--- src/rtl/cam_frame_capture_pkg.sv ---
// Shared types and helpers for the camera capture engine: FSM states, pixel modes,
// and the pixel-format conversion applied before a frame-buffer write.
package cam_frame_capture_pkg;

    typedef enum logic [1:0] {
        ST_IDLE    = 2'd0,
        ST_ARM     = 2'd1,
        ST_CAPTURE = 2'd2,
        ST_DONE    = 2'd3
    } state_t;

    localparam logic [1:0] MODE_RGB565 = 2'd0;
    localparam logic [1:0] MODE_RGB332 = 2'd1;
    localparam logic [1:0] MODE_GRAY   = 2'd2;

    // 8-bit formats land in [7:0]; the reserved mode stores zero.
    function automatic logic [15:0] convert_pixel(input logic [1:0] mode, input logic [15:0] pix);
        logic [15:0] res;
        res = '0;
        case (mode)
            MODE_RGB565: res = pix;
            MODE_RGB332: res = {8'h00, pix[15:13], pix[10:8], pix[4:3]};
            MODE_GRAY:   res = {8'h00, pix[15:8]};
            default:     res = '0;
        endcase
        return res;
    endfunction

endpackage

--- src/rtl/cam_frame_capture_sync_edge.sv ---
// Two-flop synchroniser for asynchronous camera strobes, with single-cycle rise/fall
// pulses derived from the synchronised copy.
module cam_frame_capture_sync_edge #(
    parameter int WIDTH = 1
) (
    input  logic             i_clk,
    input  logic             i_rst,
    input  logic [WIDTH-1:0] i_async,
    output logic [WIDTH-1:0] o_level,
    output logic [WIDTH-1:0] o_rise,
    output logic [WIDTH-1:0] o_fall
);
    logic [WIDTH-1:0] r_meta;
    logic [WIDTH-1:0] r_sync;
    logic [WIDTH-1:0] r_prev;

    // NOTE: non-blocking assignments make the three stages shift together; blocking ones
    // would collapse the chain into a single flop.
    always_ff @(posedge i_clk) begin
        if (i_rst) begin
            r_meta <= '0;
            r_sync <= '0;
            r_prev <= '0;
        end else begin
            r_meta <= i_async;
            r_sync <= r_meta;
            r_prev <= r_sync;
        end
    end

    assign o_level = r_sync;
    assign o_rise  = r_sync & ~r_prev;
    assign o_fall  = ~r_sync & r_prev;

endmodule

--- src/rtl/cam_frame_capture.sv ---
// Camera capture engine: synchronises an OV-style parallel bus, assembles, converts and
// decimates pixels, and writes one whole frame per start request to a frame-buffer port.
module cam_frame_capture
    import cam_frame_capture_pkg::*;
#(
    parameter int H_RES    = 640,
    parameter int V_RES    = 480,
    parameter int ADDR_W   = 19,
    parameter int XCLK_DIV = 2,
    parameter int DECIM    = 1
) (
    input  logic              i_clk,
    input  logic              i_rst,
    input  logic              i_start,
    input  logic              i_abort,
    input  logic [1:0]        i_mode,
    input  logic              i_cam_vsync,
    input  logic              i_cam_href,
    input  logic              i_cam_pclk,
    input  logic [7:0]        i_cam_data,
    output logic              o_cam_xclk,
    output logic              o_fb_we,
    output logic [ADDR_W-1:0] o_fb_addr,
    output logic [15:0]       o_fb_wdata,
    output logic              o_busy,
    output logic              o_done,
    output logic              o_frame_err,
    output logic [ADDR_W-1:0] o_pix_count
);
    localparam int COL_W  = $clog2(H_RES + 1);
    localparam int LINE_W = $clog2(V_RES + 1);
    localparam int DIV_W  = (XCLK_DIV > 1) ? $clog2(XCLK_DIV) : 1;

    localparam logic [ADDR_W-1:0] LAST_ADDR = ADDR_W'((H_RES / DECIM) * (V_RES / DECIM) - 1);
    localparam logic [COL_W-1:0]  COL_END   = COL_W'(H_RES);
    localparam logic [LINE_W-1:0] LINE_END  = LINE_W'(V_RES);
    localparam logic [DIV_W-1:0]  DIV_LAST  = DIV_W'(XCLK_DIV - 1);

    state_t              r_state;
    state_t              w_next_state;
    logic [DIV_W-1:0]    r_xclk_cnt;
    logic                r_xclk;
    logic [7:0]          r_data_meta;
    logic [7:0]          r_data_sync;
    logic                r_phase;
    logic [7:0]          r_hi;
    logic [COL_W-1:0]    r_col;
    logic [LINE_W-1:0]   r_line;
    logic                r_vs_seen;
    logic                r_fb_we;
    logic [ADDR_W-1:0]   r_fb_addr;
    logic [15:0]         r_fb_wdata;
    logic                r_frame_err;
    logic [ADDR_W-1:0]   r_pix_count;

    logic w_vs_level, w_vs_rise, w_vs_fall;
    logic w_href_level, w_href_rise, w_href_fall;
    logic w_pclk_level, w_pclk_rise, w_pclk_fall;
    logic w_pixel_done, w_keep, w_store, w_last_store, w_set_err;

    cam_frame_capture_sync_edge #(.WIDTH(1)) u_sync_vsync (
        .i_clk(i_clk), .i_rst(i_rst), .i_async(i_cam_vsync),
        .o_level(w_vs_level), .o_rise(w_vs_rise), .o_fall(w_vs_fall)
    );
    cam_frame_capture_sync_edge #(.WIDTH(1)) u_sync_href (
        .i_clk(i_clk), .i_rst(i_rst), .i_async(i_cam_href),
        .o_level(w_href_level), .o_rise(w_href_rise), .o_fall(w_href_fall)
    );
    cam_frame_capture_sync_edge #(.WIDTH(1)) u_sync_pclk (
        .i_clk(i_clk), .i_rst(i_rst), .i_async(i_cam_pclk),
        .o_level(w_pclk_level), .o_rise(w_pclk_rise), .o_fall(w_pclk_fall)
    );

    logic w_unused_edges;
    assign w_unused_edges = &{1'b0, w_href_rise, w_pclk_level, w_pclk_fall};

    // Data takes the same two-flop delay so it lines up with the synchronised pclk edge.
    always_ff @(posedge i_clk) begin
        if (i_rst) begin
            r_data_meta <= '0;
            r_data_sync <= '0;
        end else begin
            r_data_meta <= i_cam_data;
            r_data_sync <= r_data_meta;
        end
    end

    always_ff @(posedge i_clk) begin
        if (i_rst) begin
            r_xclk_cnt <= '0;
            r_xclk     <= 1'b0;
        end else if (r_xclk_cnt == DIV_LAST) begin
            r_xclk_cnt <= '0;
            r_xclk     <= ~r_xclk;
        end else begin
            r_xclk_cnt <= r_xclk_cnt + DIV_W'(1);
        end
    end

    assign w_pixel_done = (r_state == ST_CAPTURE) && w_pclk_rise && w_href_level && r_phase;
    assign w_keep       = (r_col < COL_END) && (r_line < LINE_END) &&
                          ((int'(r_col) % DECIM) == 0) && ((int'(r_line) % DECIM) == 0);
    assign w_store      = w_pixel_done && w_keep && !i_abort;
    assign w_last_store = w_store && (r_pix_count == LAST_ADDR);
    assign w_set_err    = (r_state == ST_CAPTURE) && !i_abort && !w_last_store && w_vs_rise;

    always_ff @(posedge i_clk) begin
        if (i_rst) r_state <= ST_IDLE;
        else       r_state <= w_next_state;
    end

    // NOTE: every always_comb output gets a default first so no path can infer a latch.
    always_comb begin
        w_next_state = r_state;
        o_busy       = 1'b0;
        o_done       = 1'b0;
        case (r_state)
            ST_IDLE: begin
                if (i_start) w_next_state = ST_ARM;
            end
            ST_ARM: begin
                o_busy = 1'b1;
                if (i_abort)                     w_next_state = ST_IDLE;
                else if (w_vs_fall && r_vs_seen) w_next_state = ST_CAPTURE;
            end
            ST_CAPTURE: begin
                o_busy = 1'b1;
                if (i_abort)                      w_next_state = ST_IDLE;
                else if (w_last_store || w_set_err) w_next_state = ST_DONE;
            end
            ST_DONE: begin
                o_done       = 1'b1;
                w_next_state = ST_IDLE;
            end
            default: w_next_state = ST_IDLE;
        endcase
    end

    // Arming only counts a vsync pulse that is seen high after the start request.
    always_ff @(posedge i_clk) begin
        if (i_rst || r_state != ST_ARM) r_vs_seen <= 1'b0;
        else if (w_vs_level)            r_vs_seen <= 1'b1;
    end

    always_ff @(posedge i_clk) begin
        if (i_rst || r_state != ST_CAPTURE) begin
            r_phase <= 1'b0;
            r_hi    <= '0;
            r_col   <= '0;
            r_line  <= '0;
        end else if (w_href_fall) begin
            r_phase <= 1'b0;
            r_col   <= '0;
            if (r_line < LINE_END) r_line <= r_line + LINE_W'(1);
        end else if (w_pclk_rise && w_href_level) begin
            r_phase <= ~r_phase;
            if (!r_phase)               r_hi  <= r_data_sync;
            else if (r_col < COL_END)   r_col <= r_col + COL_W'(1);
        end
    end

    always_ff @(posedge i_clk) begin
        if (i_rst) begin
            r_fb_we     <= 1'b0;
            r_fb_addr   <= '0;
            r_fb_wdata  <= '0;
            r_frame_err <= 1'b0;
            r_pix_count <= '0;
        end else begin
            r_fb_we <= w_store;
            if (r_state == ST_IDLE && i_start) begin
                r_frame_err <= 1'b0;
                r_pix_count <= '0;
            end else if (w_store) begin
                r_fb_addr   <= r_pix_count;
                r_fb_wdata  <= convert_pixel(i_mode, {r_hi, r_data_sync});
                r_pix_count <= r_pix_count + ADDR_W'(1);
            end
            if (w_set_err) r_frame_err <= 1'b1;
        end
    end

    assign o_cam_xclk  = r_xclk;
    assign o_fb_we     = r_fb_we;
    assign o_fb_addr   = r_fb_addr;
    assign o_fb_wdata  = r_fb_wdata;
    assign o_frame_err = r_frame_err;
    assign o_pix_count = r_pix_count;

endmodule
--- config.mk ---
export PLATFORM = sky130hd
export DESIGN_NAME = cam_frame_capture
export DESIGN_NICKNAME = d
export VERILOG_FILES = /design/src/rtl/cam_frame_capture_pkg.sv /design/src/rtl/cam_frame_capture_sync_edge.sv /design/src/rtl/cam_frame_capture.sv
export SDC_FILE = /design/constraint.sdc
export NUM_CORES = 1
export LEC_CHECK = 0
export ABC_CLOCK_PERIOD_IN_PS = 2200
export CAP_MARGIN = 20
export CORE_MARGIN = 2
export CORE_UTILIZATION = 29
export CTS_CLUSTER_SIZE = 40
export DETAILED_ROUTE_END_ITERATION = 7
export PLACE_DENSITY = 0.55
export SLEW_MARGIN = 10
export SYNTH_ARGS = -nofsm -noshare
export SYNTH_HDL_FRONTEND = slang
export SYNTH_SLANG_ARGS = --single-unit
--- constraint.sdc ---
create_clock -name i_clk -period 2.2 [get_ports i_clk]
set_input_delay 0.55 -clock i_clk [delete_from_list [all_inputs] [get_ports i_clk]]
set_output_delay 0.55 -clock i_clk [all_outputs]
set_load 0.005 [all_outputs]
== After elaboration in Yosys (flattened, before gate mapping) ==
Cells that the tools add are included.
Word-level totals
  register bits: 114
  bits in latches: 0
  memory bits (writable): 0
  ROM bits: 0
  input port bits: 17
  output and inout bits: 59
  logic and storage cells: 94
  memories kept: 0
Operators by class
  add/sub/neg operators: 4
  $mul: 0
  divide/modulo/power cells: 0
  $lt $le $gt $ge: 2
  eq/ne operators: 11
  shift operators: 0
  multiplexer cells: 11
  bitwise operators: 12
  reduce and logical (&&, ||, !) cells: 30
Operator list (count)
  $pmux 16 s3: 1
  $add 19x1->19 const B: 1
  $eq 19x19->1 const B: 1
  $logic_and 1x1->1: 13
  $add 10x1->10 const B: 1
  $lt 10x10->1 const B: 1
  $mux 2: 5
  $add 9x1->9 const B: 1
  $lt 9x9->1 const B: 1
  $reduce_and 3->1: 3
  $not 1->1: 8
  $pmux 2 s4: 1
  $reduce_or 2->1: 4
  $eq 2x2->1 const B: 3
  $and 1x1->1: 4
  $eq 2x1->1 const B: 2
  $logic_not 2->1: 2
  $mux 1: 4
  $ne 2x2->1 const B: 2
  $reduce_and 2->1: 2
  $logic_or 1x1->1: 3
  $ne 3x2->1 const B: 1
  $ne 3x3->1 const B: 1
  $logic_not 1->1: 2
  3 further kinds: 3

== Longest topological paths before layout ==
  depth in word-level cells: 15
  gate-level depth with buffers: 9
  mapped depth without buffers: 7

== Cells and area by module ==
A second synthesis with hierarchy kept.
Unflattened totals
  cell total of the unflattened synthesis: 533
  area total of the unflattened synthesis: 4760.8 µm²
Modules (own cells, without submodules)
  cam_frame_capture: times used 1, cells each 509, area an instance 4486.8 µm²
  cam_frame_capture_sync_edge: times used 3, cells each 8, area an instance 91.3 µm²

== Least setup slack after synthesis ==
No wires, ideal clock.
  path type: reg-to-reg
  start point: reg r_state[0]
  end point: reg r_pix_count[18] (netlist: o_pix_count[18])
  arrival: 1.937 ns
  required time: 2.130 ns
  slack: 0.192 ns
  stages on the path, launching flop included: 8
  buffers on the path: 0
  cell sequence: dfxtp_1 > inv_1 > ha_1 > and2b_1 > nand4_4 > or4_4 > or3_1 > a21oi_1
On the way
  word-level cells in the longest chain between the ends: 6
  elaborated cells on any way between the ends: 9
  classes of those cells: 1 x eq/ne; 8 x reduce/logical
RTL lines
  start, declared: line cam_frame_capture.sv:39  | state_t r_state;
  start signal, assigned: line cam_frame_capture.sv:109  | else r_state <= w_next_state;
  $eq 2x2->1: line cam_frame_capture.sv:100  | assign w_pixel_done = (r_state == ST_CAPTURE) && w_pclk_rise && w_href_level && r_phase;
  $logic_and 1x1->1 (3 in series): line cam_frame_capture.sv:100
  $logic_and 1x1->1 (2 in series): line cam_frame_capture.sv:103  | assign w_store = w_pixel_done && w_keep && !i_abort;
  end signal, assigned: line cam_frame_capture.sv:177  | r_pix_count <= r_pix_count + ADDR_W'(1);
  end, declared: line cam_frame_capture.sv:54  | logic [ADDR_W-1:0] r_pix_count;
Several ways; a longest one is shown, not always the timed one.
A chain may end at the register's enable or synchronous reset.

== Worst setup path after layout ==
  start point: reg r_state[0]
  end point: out o_busy
On the way
  word-level cells in the longest chain between the ends: 3
  elaborated cells on any way between the ends: 4
  classes of those cells: 2 x eq/ne; 1 x mux; 1 x reduce/logical
RTL lines
  $eq 2x2->1 / $eq 2x1->1 (equally long branches): line cam_frame_capture.sv:117  | case (r_state)
  $reduce_or 2->1 (no line) (*)
  $mux 1 (*): line cam_frame_capture.sv:117
  end, declared: line cam_frame_capture.sv:25  | output logic o_busy,
Mark *: on every way between the ends. The rest lies on a longest branch, timed or not.

==> metrics.md <==
| Metric | Value |
|---|---|
| Outcome | finished, final reports clean |
| Row cnt | 45 |
| Unrepaired setup endpoints after global routing | false |
| Clk pwr share | 0.547 |
| Critical Path RT | 1.65 ns |
| Post-synthesis cell count | 504 |
| Distinct cells, synth | 41 |
| Wire length per cell | 13.39 µm |
| ANT cells | 0 |
| Cell Int Power | 4.008 mW |
| Postcts setup bufs | 0 |
| Sw Share | 0.2048 |
| Chip width | 127.7 µm |
| Max Freq | 469.4 MHz |
| Post-place setup slack | -0.2930 ns |
| Largest stage delay, worst path | 0.49 ns |
| Syn_nets | 529 |
| Sw power | 1.033 mW |
| R2R depth | 7 |
| WHS | 0.4312 ns |
| CP Launch Type | flip-flop |
| Setup WS post-layout | 0.06967 ns |
| First-pass GRT wire length | 17550 µm |
| Cell taking the most area after synthesis | dfxtp_1 |
| CP Cell Sequence | inv_2, ha_1, clkdlybuf4s50_1 |
| Final core utilization | 0.4069 |
| Dpl hpwl | 7627 µm |
| Core footprint | 15090 µm² |
| Root Buffer | clkbuf_16 |
| DRC | 0 |
| Placer's final routability congestion estimate | 0.7885 |
| Tmin final | 2.130 ns |
| TritonCTS clock tree | built |
| Final setup TNS | 0 ns |
| Vias | 3788 |
| Clk sinks | 114 |
| Largest net degree at the start of global routing | 45 |
| Reg power frac | 0.419 |
| Endpoint type of the worst setup path | primary output |
| CP top delay family | buffers and inverters |
| FF+latch count, synth | 114 |
| Maximum clock insertion buffer count | 2 |
| Initial Util | 0.2940 |
| Fin nets | 624 |
| Post-Syn Area | 4437 µm² |
| Worst slew pin tran | 0.5489 ns |
| Max_cap viols | 0 |
| Min-delay src | r_data_meta[2] |
| R2R Path Start | r_state[0] |
| Dpl cells | 768 |
| Asr flop ratio synth | 0 |
| Worst relative slew slack | 0.6341 |
| Final setup fails | 0 |
| Main area contributors after synthesis | dfxtp_1 51%, nand2_1 6.7%, a21oi_1 5.4%, nor2_1 4.3%, nor2b_1 3.8% |
| Hold depth | 1 |
| Max-slew violations | 0 |
| Synth top area share | 0.5144 |
| Leakage | 2.159 nW |
| First-pass DRT Iterations | 7 |
| Ports | 76 |
| Max Fanout on Critical Path | 4 |
| Hold Fails Final Rpt | 0 |
| Part of the power in combinational logic | 0.034 |
| Vias per inst | 4.735 |
| Critical path arrival | 1.58 ns |
| Crit Path Class | flip-flop to primary output |
| Clock slew at reported path FFs | 0.05 ns |
| Clk_lat worst skew | 0.41 ns |
| Non-Filler Instances | 800 |
| Overflow after GRT | 0 |
| Final WL | 10710 µm |
| Number of warnings issued by yosys | 0 |
| Pwr Density | 821.0 nW/µm² |
| PortBufs | 75 |
| CTS Buf Count | 17 |
| Area delta synth->final | 38.38% |
| Initial antenna violation count | 0 |
| Worst Hold End | r_data_sync[2] |
| Die Span Y | 127.7 µm |
| H-tree levels | 4 |
| HP Class | flip-flop to flip-flop |
| Tcrit/Tclk final | 0.9683 |
| 1st-iter DRT viols | 189 |
| Main flop type after synthesis | dfxtp_1 |
| Share of cells above drive strength 1 | 0.1127 |
| Worst path bufs/invs | 2 |
| DRT antenna net count | 0 |
| Peak supply drop | 0.5130 mV |
| Clock skew | 0.009371 ns |
| Sequential share of the synthesized area | 0.5144 |
| Post-Syn Area per Cell | 8.803 µm² |
| R2r setup slk | 0.17 ns |
| Die area | 16300 µm² |
| Global-route usage over all layers | 0.1370 |
| Reg2reg end | o_pix_count[18] |
| Number of global-route vias before repair | 3512 |
| CP max stage cell | clkdlybuf4s50_1 |
| EDFF count, synth | 0 |
==> power groups by stage <==
stage                     Clock (mW)  Combinational [mW]  Sequential (mW)
after global routing            2.91               0.186             2.11
final                           2.76               0.171             2.11
after CTS                       2.80               0.171             2.11
after global placement             0               0.167             2.15
after detailed placement           0               0.169             2.15
after floorplan                    0              0.0960             2.15
==> final cells by class <==
cell class | instances | area [µm²]
clock inverters | 10 | 132.6
well taps | 188 | 235.2
inverters | 9 | 33.78
multi-input cells | 355 | 2026
flip-flops and latches | 114 | 2287
fillers | 1510 | 8950
clock buffers | 22 | 464.2
repair buffers | 102 | 960.9
==> state kept, by name, indices dropped and copies added (netlist names), 2 cells and up <==
name and count:
r_state 2, o_pix_count 19, r_col 10, o_fb_wdata 16, r_line 9, r_hi 8
r_data_meta 8, o_fb_addr 19, r_data_sync 8
==> cell families after synthesis <==
kind of cell	Yosys count	synth area share
AOI/OAI and AO/OA	76	0.09984
xor gates and xnor gates	26	0.05133
adders and majority gates	8	0.02256
buffers and inverters	35	0.03017
DFF	114	0.5144
muxes	8	0.01805
and+or+nand+nor	237	0.2637
==> routing by layer <==
| metal | wire length (µm) | vias to the layer above | global-route usage | part of all wire |
|---|---|---|---|---|
| met5 | 0 | - | 0 | 0 |
| li1 | - | 1906 | - | - |
| met1 | 5140 | 1759 | 0.1829 | 0.48 |
| met4 | 126 | 0 | 0.05236 | 0.012 |
| met2 | 4834 | 109 | 0.2089 | 0.45 |
| met3 | 609 | 14 | 0.04090 | 0.057 |
==> per-stage QoR <==
stage,cell area (µm²),total power [mW]
floorplan,4437,2.244
global placement,5537,2.318
detailed placement,5537,2.322
CTS,6136,5.084
global route,6140,5.209
finish,6140,5.041
==> Yosys cell counts (all sizes together), types with 10 or more instances <==
library cell and number:
dfxtp 114, xnor2 15, nand2 79, nor2b 27, nor3 17, xor2 11, nand4 10, nand3 17
nor2 51, clkbuf 20, a21oi 48
==> what timing repair did <==
action,in CTS,in global routing
hold endpoints to repair,0,0
hold buffers,0,0
resized for setup,2,4
setup endpoints to repair,1,2
pin swaps,0,0
==> worst max-delay path by stage <==
stage               cells past startpoint  slack [ns]       start               to
floorplan                               7        0.19  r_state[0]  o_pix_count[18]
global placement                        6       -0.28     i_abort  o_pix_count[16]
detailed placement                      6       -0.29     i_abort  o_pix_count[14]
CTS                                     3        0.02  r_state[0]           o_busy
global route                            3        0.02  r_state[0]           o_busy
finish                                  3        0.07  r_state[0]           o_busy
==> placed cells by master, fill, tap and decap left out, types with 17 or more instances in the layout <==
master / n
nor3_1: 17
nor2_1: 51
buf_4: 26
nand2_1: 79
clkbuf_16: 17
clkdlybuf4s50_1: 74
dfxtp_1: 112
nor2b_1: 27
a21oi_1: 47
nand3_1: 17
No activity file was read; power rests on OpenSTA's default activity.
